`config.mk`:
```
export PLATFORM = sky130hd
export DESIGN_NAME = alu_arbiter
export DESIGN_NICKNAME = d
export VERILOG_FILES = /design/src/rtl/alu_arbiter.sv
export SDC_FILE = /design/constraint.sdc
export NUM_CORES = 1
export LEC_CHECK = 0
export ABC_AREA = 0
export ABC_CLOCK_PERIOD_IN_PS = 1400
export BUFFER_PORTS_ARGS = -buffer_cell sky130_fd_sc_hd__buf_2
export CAP_MARGIN = 30
export CORE_ASPECT_RATIO = 1.1
export CORE_MARGIN = 2
export CORE_UTILIZATION = 40
export CTS_CLUSTER_SIZE = 24
export DETAILED_ROUTE_END_ITERATION = 10
export PLACE_DENSITY_LB_ADDON = 0.05
export SYNTH_ARGS = -nofsm -noshare
export SYNTH_HDL_FRONTEND = slang
export SYNTH_SLANG_ARGS = --single-unit
```
`constraint.sdc`:
```
create_clock -name clk -period 1.4 [get_ports clk]
set_input_delay 0 -clock clk [delete_from_list [all_inputs] [get_ports clk]]
set_output_delay 0 -clock clk [all_outputs]
set_load 0.005 [all_outputs]
```
`src/rtl/alu_arbiter.sv`:
```
// Round-robin arbiter sharing one combinational ALU between two requesters.
// It decodes the requested operation, runs the ALU for one cycle and returns the registered result.
module alu_arbiter #(
   parameter int unsigned WIDTH = 32
) (
   input  logic                   clk,
   input  logic                   reset,
   input  logic [1:0]             req_valid,
   output logic [1:0]             req_ready,
   input  logic [1:0][1:0]        req_aluop,
   input  logic [1:0]             req_funct7,
   input  logic [1:0][2:0]        req_funct3,
   input  logic [1:0][WIDTH-1:0]  req_a,
   input  logic [1:0][WIDTH-1:0]  req_b,
   output logic [1:0]             resp_valid,
   input  logic [1:0]             resp_ready,
   output logic [WIDTH-1:0]       resp_data,
   output logic                   resp_err,
   output logic [WIDTH-1:0]       alu_a,
   output logic [WIDTH-1:0]       alu_b,
   output logic [3:0]             alu_ctrl,
   input  logic [WIDTH-1:0]       alu_result
);

   localparam logic [1:0] IDLE = 2'd0;
   localparam logic [1:0] EXEC = 2'd1;
   localparam logic [1:0] RESP = 2'd2;

   logic [1:0]       state_q;
   logic             id_q;
   logic             last_q;
   logic [WIDTH-1:0] a_q;
   logic [WIDTH-1:0] b_q;
   logic [3:0]       ctrl_q;
   logic             illegal_q;

   logic             grant_id;
   logic [4:0]       dec_sel;

   // Returns {illegal, ctrl}; an illegal key already carries the add code the ALU must see.
   function automatic logic [4:0] decode(input logic [1:0] aluop, input logic f7,
                                         input logic [2:0] f3);
      logic [3:0] key;
      key = {f7, f3};
      decode = 5'b1_0010;
      case (aluop)
         2'b00: decode = 5'b0_0010;
         2'b01: decode = 5'b0_0110;
         default: begin
            case (key)
               4'b0000: decode = 5'b0_0010;
               4'b1000: decode = (aluop == 2'b11) ? 5'b1_0010 : 5'b0_0110;
               4'b0111: decode = 5'b0_0000;
               4'b0110: decode = 5'b0_0001;
               4'b0001: decode = 5'b0_0011;
               4'b0010: decode = 5'b0_0100;
               4'b0011: decode = 5'b0_0101;
               4'b0100: decode = 5'b0_0111;
               4'b0101: decode = 5'b0_1000;
               4'b1101: decode = 5'b0_1010;
               default: decode = 5'b1_0010;
            endcase
         end
      endcase
   endfunction

   // NOTE: every combinational output gets a default first, so no latch can be inferred.
   always_comb begin
      grant_id = 1'b0;
      if (req_valid == 2'b10)
         grant_id = 1'b1;
      else if (req_valid == 2'b11)
         grant_id = ~last_q;
      req_ready = 2'b00;
      if (state_q == IDLE && !reset && req_valid != 2'b00)
         req_ready = grant_id ? 2'b10 : 2'b01;
      dec_sel = decode(req_aluop[grant_id], req_funct7[grant_id], req_funct3[grant_id]);
   end

   always_comb begin
      alu_a      = '0;
      alu_b      = '0;
      alu_ctrl   = 4'b0000;
      resp_valid = 2'b00;
      if (state_q == EXEC) begin
         alu_a    = a_q;
         alu_b    = b_q;
         alu_ctrl = ctrl_q;
      end
      if (state_q == RESP)
         resp_valid = id_q ? 2'b10 : 2'b01;
   end

   // NOTE: state uses non-blocking assignments; the whole datapath is cleared on reset so
   // outputs never show stale operands after an aborted operation.
   always_ff @(posedge clk) begin
      if (reset) begin
         state_q   <= IDLE;
         id_q      <= 1'b0;
         last_q    <= 1'b1;
         a_q       <= '0;
         b_q       <= '0;
         ctrl_q    <= 4'b0000;
         illegal_q <= 1'b0;
         resp_data <= '0;
         resp_err  <= 1'b0;
      end else begin
         case (state_q)
            IDLE: begin
               if ((req_valid & req_ready) != 2'b00) begin
                  id_q      <= grant_id;
                  a_q       <= req_a[grant_id];
                  b_q       <= req_b[grant_id];
                  ctrl_q    <= dec_sel[3:0];
                  illegal_q <= dec_sel[4];
                  state_q   <= EXEC;
               end
            end
            EXEC: begin
               resp_data <= illegal_q ? '0 : alu_result;
               resp_err  <= illegal_q;
               last_q    <= id_q;
               state_q   <= RESP;
            end
            RESP: begin
               if (resp_ready[id_q])
                  state_q <= IDLE;
            end
            default: state_q <= IDLE;
         endcase
      end
   end

endmodule
```
# --- After elaboration in Yosys (flattened, before gate mapping) ---
# Cells that the tools add are included.
totals:
  elab_cells: 68
  ff_bits: 106
  inputBits: 178
  output_inout_bits: 105
classes:
  n_reduce_logical: 10
  magnitude_cmp: 2
  mux: 28
  n_bitwise: 2
  n_eq_ne: 17
ops:
  columns: ["operator", "count"]
  rows:
  - ["two-way mux 32 bit", 7]
  - ["case mux 5 bit (10 select lines)", 1]
  - ["== test 4 x 3 -> 1 bit, second input constant", 4]
  - ["two-way mux 2 bit", 8]
  - ["case mux 5 bit (2 select lines)", 1]
  - ["== test 2 bit, second input constant", 4]
  - ["== test 4 x 2 -> 1 bit, second input constant", 2]
  - ["== test 4 bit, second input constant", 2]
  - ["two-way mux 1 bit", 6]
  - ["two-way mux 3 bit", 2]
  - ["case mux 2 bit (3 select lines)", 1]
  - ["two-way mux 5 bit", 1]
  - ["== test 2 x 1 -> 1 bit, second input constant", 2]
  - ["== test 4 x 1 -> 1 bit, second input constant", 1]
  - ["logical NOT 2 bit", 2]
  - ["logical NOT 4 bit", 1]
  - ["< comparator 1 x 2 -> 1 bit, second input constant", 2]
  - ["two-way mux 4 bit", 1]
  - ["!= test 2 x 1 -> 1 bit, second input constant", 2]
  - ["AND reduction 2 bit", 2]
  - ["nonzero test 2 bit", 2]
  - ["bitwise AND 2 bit", 1]
  - ["logical AND 1 bit", 2]
  - ["logical NOT 1 bit", 1]
  - ["NOT 1 bit", 1]

# --- Logic depth before layout (Yosys ltp) ---
# Gate-level depths: netlist of run 1.
logic_depth:
  ltp_word: 9
  ltp_mapped: 7
  depth_no_buf: 4

# --- Worst setup path after synthesis of run 1 ---
# OpenSTA, ideal clock, no wires.
synth_timing:
  path_type: "register to register"
  from: "register state_q[0]"
  to: "register ctrl_q[2]"
  setup_time_ps: 117
  arrival_ps: 1181
  path_buffers: 1
  stages_incl_launch_ff: 6
  setup_slack_ps: 101
  period_less_slack_ps: 1299
  t_required_ps: 1283
  path_cell_list: "dfxtp_1 nor2_1 o21a_1 buf_4 mux2_2 a32o_1"
synth_between:
  elab_chain_len: 7
synth_lines:
  columns: ["item", "line_no", "rtl"]
  rows:
  - ["start: declaration", "29", "logic [1:0] state_q;"]
  - ["start signal: assignment", "98", "state_q <= IDLE;"]
  - ["start signal: assignment", "116", "state_q <= EXEC;"]
  - ["start signal: assignment", "123", "state_q <= RESP;"]
  - ["logical NOT 2 bit (*)", "75, 108", null]
  - ["logical AND 1 bit (2 in a row)", "75", "if (state_q == IDLE && !reset && req_valid != 2'b00)"]
  - ["two-way mux 2 bit", "75", null]
  - ["bitwise AND 2 bit", "110", "if ((req_valid & req_ready) != 2'b00) begin"]
  - ["nonzero test 2 bit", "110", null]
  - ["AND reduction 2 bit (no source line) (*)", null, null]
  - ["end signal: assignment", "114", "ctrl_q <= dec_sel[3:0];"]
  - ["end: declaration", "34", "logic [3:0] ctrl_q;"]
# Mark *: on every way between the ends. The rest lies on a longest branch, timed or not.
# A chain may end at the register's enable or synchronous reset.

# --- Worst setup path in the final report of run 1 ---
layout_timing:
  from: "register state_q[0]"
  to: "output port alu_b[13]"
layout_between:
  elab_chain_len: 2
layout_lines:
  columns: ["item", "line_no", "rtl"]
  rows:
  - ["== test 2 x 1 -> 1 bit", "85", "if (state_q == EXEC) begin"]
  - ["two-way mux 32 bit", "85", null]
  - ["end: declaration", "20", "output logic [WIDTH-1:0] alu_b,"]
# No other way between the ends.

==> results.toml, run 1 <==
[status]
status = "finished, violations left"
failed_checks = "setup timing"

[job]
maxCapViolCount = 0

[worst_setup_path]
path_max_fanout = 8
worst-setup-path-type = "reg2out"
crit_path_start_kind = "flop"
cp-end-kind = "primary output"
cp.arrival_ns = 1.55
critPathRequiredTime_ns = 1.40

[cells_and_area]
final.fill_count = 932
layout-drive-gt1-share_pct = 34.8
regArea_um2 = 2130
multi_input_area_um2 = 2810
nets = 1272
fin_area_um2 = 9260
syn_to_final_growth_pct = 81.8
final_common_cell = "buf_2"
diodes = 0
layout_common_cells = "buf_2 (247), nand2_1 (172), dlygate4sd3_1 (163)"

[detailed_routing]
vias_per_cell = 5.22
ant_nets = 0
first_pass_iters = 5
route.detailed.drc = 0
drt_iter0_markers = 334
dr_total_vias = 6552
wl_per_cell_um = 16.5
drt-total-wl_mm = 20.7

[clocking]
clock_latency_ns = 0.35
htree_levels = 3
root_buffer = "clkbuf_16"
clk_pin_slew_worst_paths_ns = 0.07
cts_sinks = 106
cts_buffers = 9
cts_tree = "yes"
clk_path_buf_depth = 2

[floorplan]
dieArea_um2 = 13700
initial_core_util_pct = 40.6
num_rows = 43
fp.dieW_um = 112
die_y_um = 122
core_um2 = 12500
ioPinCount = 283

[grt]
grt_antenna_before_repair = 0
grt_max_degree = 70
overflow = 0
first_global_vias = 6464
grt_usage_pct = 27.5
grt_first_pass_wirelength_mm = 30.5

[logic_synthesis]
ys_seq_area_share_pct = 41.7
ys_seq_elements = 106
synth_area_um2 = 5090
synth_nets = 839
avgSynthCellArea_um2 = 7.71
synthCells = 661
yosysWarnings = 0
ys_types = 33

[placement]
pre_cts_ws_ns = -0.0856
port_buffers = 282
hpwl_mm = 11.6
dpl_cell_area_um2 = 6650
gp_congestion = 0.820

[hold_path]
hp-class = "in2reg"

[power_and_ir_drop]
power_density_nw_per_um2 = 907
total_power_w = 0.00840
ir_drop_mv = 0.644
p_leak_nw = 4.29

[sta]
period_needed_ns = 1.55
layout_setup_ws_ns = -0.154
fmax_mhz = 644
finClkSkew_ns = 0.00569
relSlewSlack_pct = 64.4
finalHoldViolCount = 0
period_share_pct = 111
maxSlewViolCount = 0
setup_violations = 73
rsz0062_at_grt = "true"
worst_pin_slew_ns = 0.529
==> final timing paths <==
| path | from | to | slack (ns) | depth (start not counted) |
|---|---|---|---|---|
| max reg2reg | state_q[0] | b_q[13] | -0.10 | 6 |
| max | state_q[0] | alu_b[13] | -0.15 | 6 |
| min | req_funct3[4] | ctrl_q[1] | 0.07 | 4 |
| min reg2reg | resp_data[25] | resp_data[25] | 0.45 | 2 |
==> critical path, stage by stage, from the launching register on <==
cell,delay (ns)
dfxtp_2,0.34
buf_6,0.09
nor2b_4,0.20
buf_12,0.17
buf_6,0.13
and2_1,0.13
buf_2,0.13
==> cells in the mapped netlist, drive strengths merged <==
master	instances	share of area (%)
a21boi	1	0.15
dfxtp	106	42
a21bo	1	0.20
a311oi	64	11
xnor2	1	0.17
nand3	4	0.39
nor2b	1	0.12
nor2	70	5.2
or3	3	0.37
nor3b	4	0.59
o31ai	4	0.59
xor2	1	0.17
buf	35	4.0
a21oi	44	4.3
a22o	2	0.34
o21ai	3	0.29
nand2	173	13
clkbuf	26	1.9
o21a	2	0.29
inv	4	0.29
nand2b	3	0.37
o31a	1	0.17
and2	68	8.3
a32o	1	0.20
nand3b	33	4.9
a211oi	2	0.39
mux2	1	0.22
and3b	1	0.17
mux2i	2	0.39
==> power breakdown <==
part / internal [W] / leakage (nW) / switching (W)
clock network: 0.00126 / 0.127 / 0.00112
logic: 0.00138 / 3.28 / 0.00115
registers: 0.00333 / 0.875 / 0.000159
==> cells by family (layout without fill, tap and decap cells) <==
| group | after synthesis | count (layout) | share of synthesized area (%) |
|---|---|---|---|
| and+or+nand+nor | 360 | 360 | 33.1 |
| AOI/OAI and AO/OA | 125 | 126 | 18.1 |
| DFF | 106 | 106 | 41.7 |
| buffers and inverters | 65 | 502 | 6.19 |
| muxes | 3 | 3 | 0.614 |
| xor gates and xnor gates | 2 | 2 | 0.344 |
==> metal layers <==
layer	global-route usage, %	vias to the layer above	share of wire, %
li1	-	3127	-
met1	30.4	3015	38
met2	49.9	328	51
met3	5.93	82	6.4
met4	14.0	0	4.3
met5	0	-	0
==> what timing repair did <==
| action | 4_1_cts | 5_1_grt |
|---|---|---|
| setup buffers | 4 | 3 |
| hold endpoints to repair | 97 | 0 |
| endpoints found under the setup margin | 118 | 170 |
| resized for setup | 29 | 71 |
| cloned | 4 | 8 |
| hold buffers | 163 | 0 |
| pin swaps | 6 | 52 |
==> registers in the layout (all words and copies together) (netlist names) <==
register / flops
illegal_q: 1
ctrl_q: 4
resp_data: 32
a_q: 32
id_q: 1
last_q: 1
state_q: 2
b_q: 32
resp_err: 1
==> through the flow <==
stage          hold WS, ns  TNS, ns  util [%]  std cells
2_1_floorplan        0.139        0         -        661
3_3_place_gp         0.263  -0.0220      53.1       1060
3_5_place_dp         0.271    -1.47      53.1       1060
4_1_cts             0.0566    -8.60      70.0       1247
5_1_grt              0.101   -13.07      73.9       1256
6_report            0.0676    -7.39      73.9       1256
==> cell type report <==
class | instances | area share, %
repair buffers | 482 | 41.5
clock buffers | 14 | 2.74
flip-flops and latches | 106 | 23.0
well taps | 157 | 2.12
multi-input cells | 491 | 30.3
inverters | 4 | 0.162
clock inverters | 2 | 0.135
(Power assumes the default switching activity.)
==> inputs of run 2 (changes only) <==
Settings changed: CORE_MARGIN 2 to not set.
==> run 2 against run 1 <==
  * Global-route usage grew 1.9 points
  * Highest routed layer unchanged
  * The flow still finishes with violations (setup timing)
  * Via count rose by 1.9%
  * Maximum frequency increased by 2.1%
  * First-iteration DRC count grew 36%
  * Largest cell class unchanged
  * Largest power group unchanged
==> results.toml, run 2 (synthesized netlist as in run 1, its figures left out) <==
[clocking]
cts_buffers = 9
cts_tree = "yes"
cts_sinks = 106
clock_latency_ns = 0.35
htree_levels = 3
clk_path_buf_depth = 2
root_buffer = "clkbuf_16"
clk_pin_slew_worst_paths_ns = 0.07

[placement]
gp_congestion = 0.868
hpwl_mm = 11.4
dpl_cell_area_um2 = 6730
port_buffers = 282

[floorplan]
num_rows = 42
ioPinCount = 283
core_um2 = 12200
dieArea_um2 = 13200
die_y_um = 120
fp.dieW_um = 110
initial_core_util_pct = 41.6

[power_and_ir_drop]
power_density_nw_per_um2 = 903
p_leak_nw = 4.42
ir_drop_mv = 0.639

[detailed_routing]
route.detailed.drc = 0
vias_per_cell = 5.27
dr_total_vias = 6678
drt_iter0_markers = 453
top_layer = "met4"
wl_met2_mm = 10.6
wl_per_cell_um = 16.6
first_pass_iters = 5
drt-total-wl_mm = 21.0
wl_met3_mm = 1.45
drt-met1-wl_mm = 7.95
ant_nets = 0

[sta]
worst_pin_slew_ns = 0.526
finalHoldViolCount = 0
layout_setup_ws_ns = -0.122
period_needed_ns = 1.52
setup_violations = 88
relSlewSlack_pct = 64.5
tns_ns = -6.84
fmax_mhz = 657
rsz0062_at_grt = "true"
maxSlewViolCount = 0
period_share_pct = 109
finClkSkew_ns = 0.0102

[grt]
overflow = 0
grt_max_degree = 56
grt_usage_pct = 29.4
grt_antenna_before_repair = 0
first_global_vias = 6599
grt_first_pass_wirelength_mm = 30.4

[worst_setup_path]
worst-setup-path-type = "reg2out"
cp.arrival_ns = 1.52
critPathRequiredTime_ns = 1.40
cp-end-kind = "primary output"
crit_path_start_kind = "flop"
path_max_fanout = 16

[cells_and_area]
layout_common_cells = "buf_2 (263), nand2_1 (172), dlygate4sd3_1 (162)"
syn_to_final_growth_pct = 86.3
regArea_um2 = 2130
multi_input_area_um2 = 2830
nets = 1289
final.fill_count = 846
final_common_cell = "buf_2"
fin_area_um2 = 9490
layout-drive-gt1-share_pct = 35.7
diodes = 0
largestRegisters = "a_q (32), b_q (32), resp_data (32)"

[status]
failed_checks = "setup timing"
status = "finished, violations left"

[hold_path]
hp-class = "in2reg"

[job]
maxCapViolCount = 0
run 2: changes by cell type in the layout (fill, tap and decap cells not counted), moves of 8 or more:
| cell | previous run | this run |
|---|---|---|
| and2_1 | 34 | 50 |
| and2_4 | 34 | 18 |
| buf_2 | 247 | 263 |
| buf_6 | 43 | 25 |
| buf_4 | 11 | 19 |
| buf_12 | 5 | 13 |
run 2: worst paths after layout:
kind            startpoint             to  slack [ns]  depth (start not counted)
max             state_q[0]       alu_b[2]       -0.12                          6
min                  reset        b_q[13]        0.03                          2
max reg2reg     state_q[0]   resp_data[1]       -0.07                          8
min reg2reg  resp_data[15]  resp_data[15]        0.45                          2
run 2: worst max-delay path, cell delays in order, from the launching register on:
cell	delay [ns]
dfxtp_2	0.35
buf_6	0.10
nor2b_4	0.16
buf_12	0.16
buf_16	0.15
and2_1	0.14
buf_2	0.12
run 2: cell type report:
type                       count  share of cell area [%]
clock buffer                  11                    2.56
clock inverter                 3                   0.185
sequential                   106                    22.4
timing repair buffer         500                    42.9
inverter                       4                   0.158
multi-input combinational    490                    29.8
tap                          154                    2.03
run 2: what timing repair did:
| action | CTS | global route |
|---|---|---|
| setup endpoints to repair | 112 | 169 |
| endpoints found under the hold margin | 97 | 0 |
| cloned | 6 | 8 |
| pin swaps | 10 | 54 |
| resized for setup | 48 | 38 |
| hold buffers | 162 | 0 |
| setup buffers | 10 | 8 |
run 2: power by group:
| group | total (W) | leakage [nW] | switching, W | internal (W) |
|---|---|---|---|---|
| combinational | 0.00274 | 3.41 | 0.00122 | 0.00152 |
| clock | 0.00233 | 0.127 | 0.00110 | 0.00123 |
| sequential | 0.00349 | 0.876 | 0.000159 | 0.00333 |
run 2: per-layer routing:
layer | GRT usage (%) | vias to the layer above
met1 | 32.6 | 3131
met5 | 0 | -
met4 | 17.3 | 0
met3 | 5.98 | 81
li1 | - | 3151
met2 | 51.2 | 315
run 2: through the flow:
stage | hold WS, ns | worst slack [ns] | instances | utilization (%) | total power, W
2_1_floorplan | 0.139 | 0.101 | 661 | - | 0.00454
3_3_place_gp | 0.263 | 0.0284 | 1060 | 55.0 | 0.00524
3_5_place_dp | 0.271 | -0.0538 | 1060 | 55.0 | 0.00529
4_1_cts | 0.00897 | -0.0927 | 1252 | 74.1 | 0.00825
5_1_grt | 0.0298 | -0.199 | 1268 | 77.5 | 0.00902
6_report | 0.0338 | -0.122 | 1268 | 77.5 | 0.00857
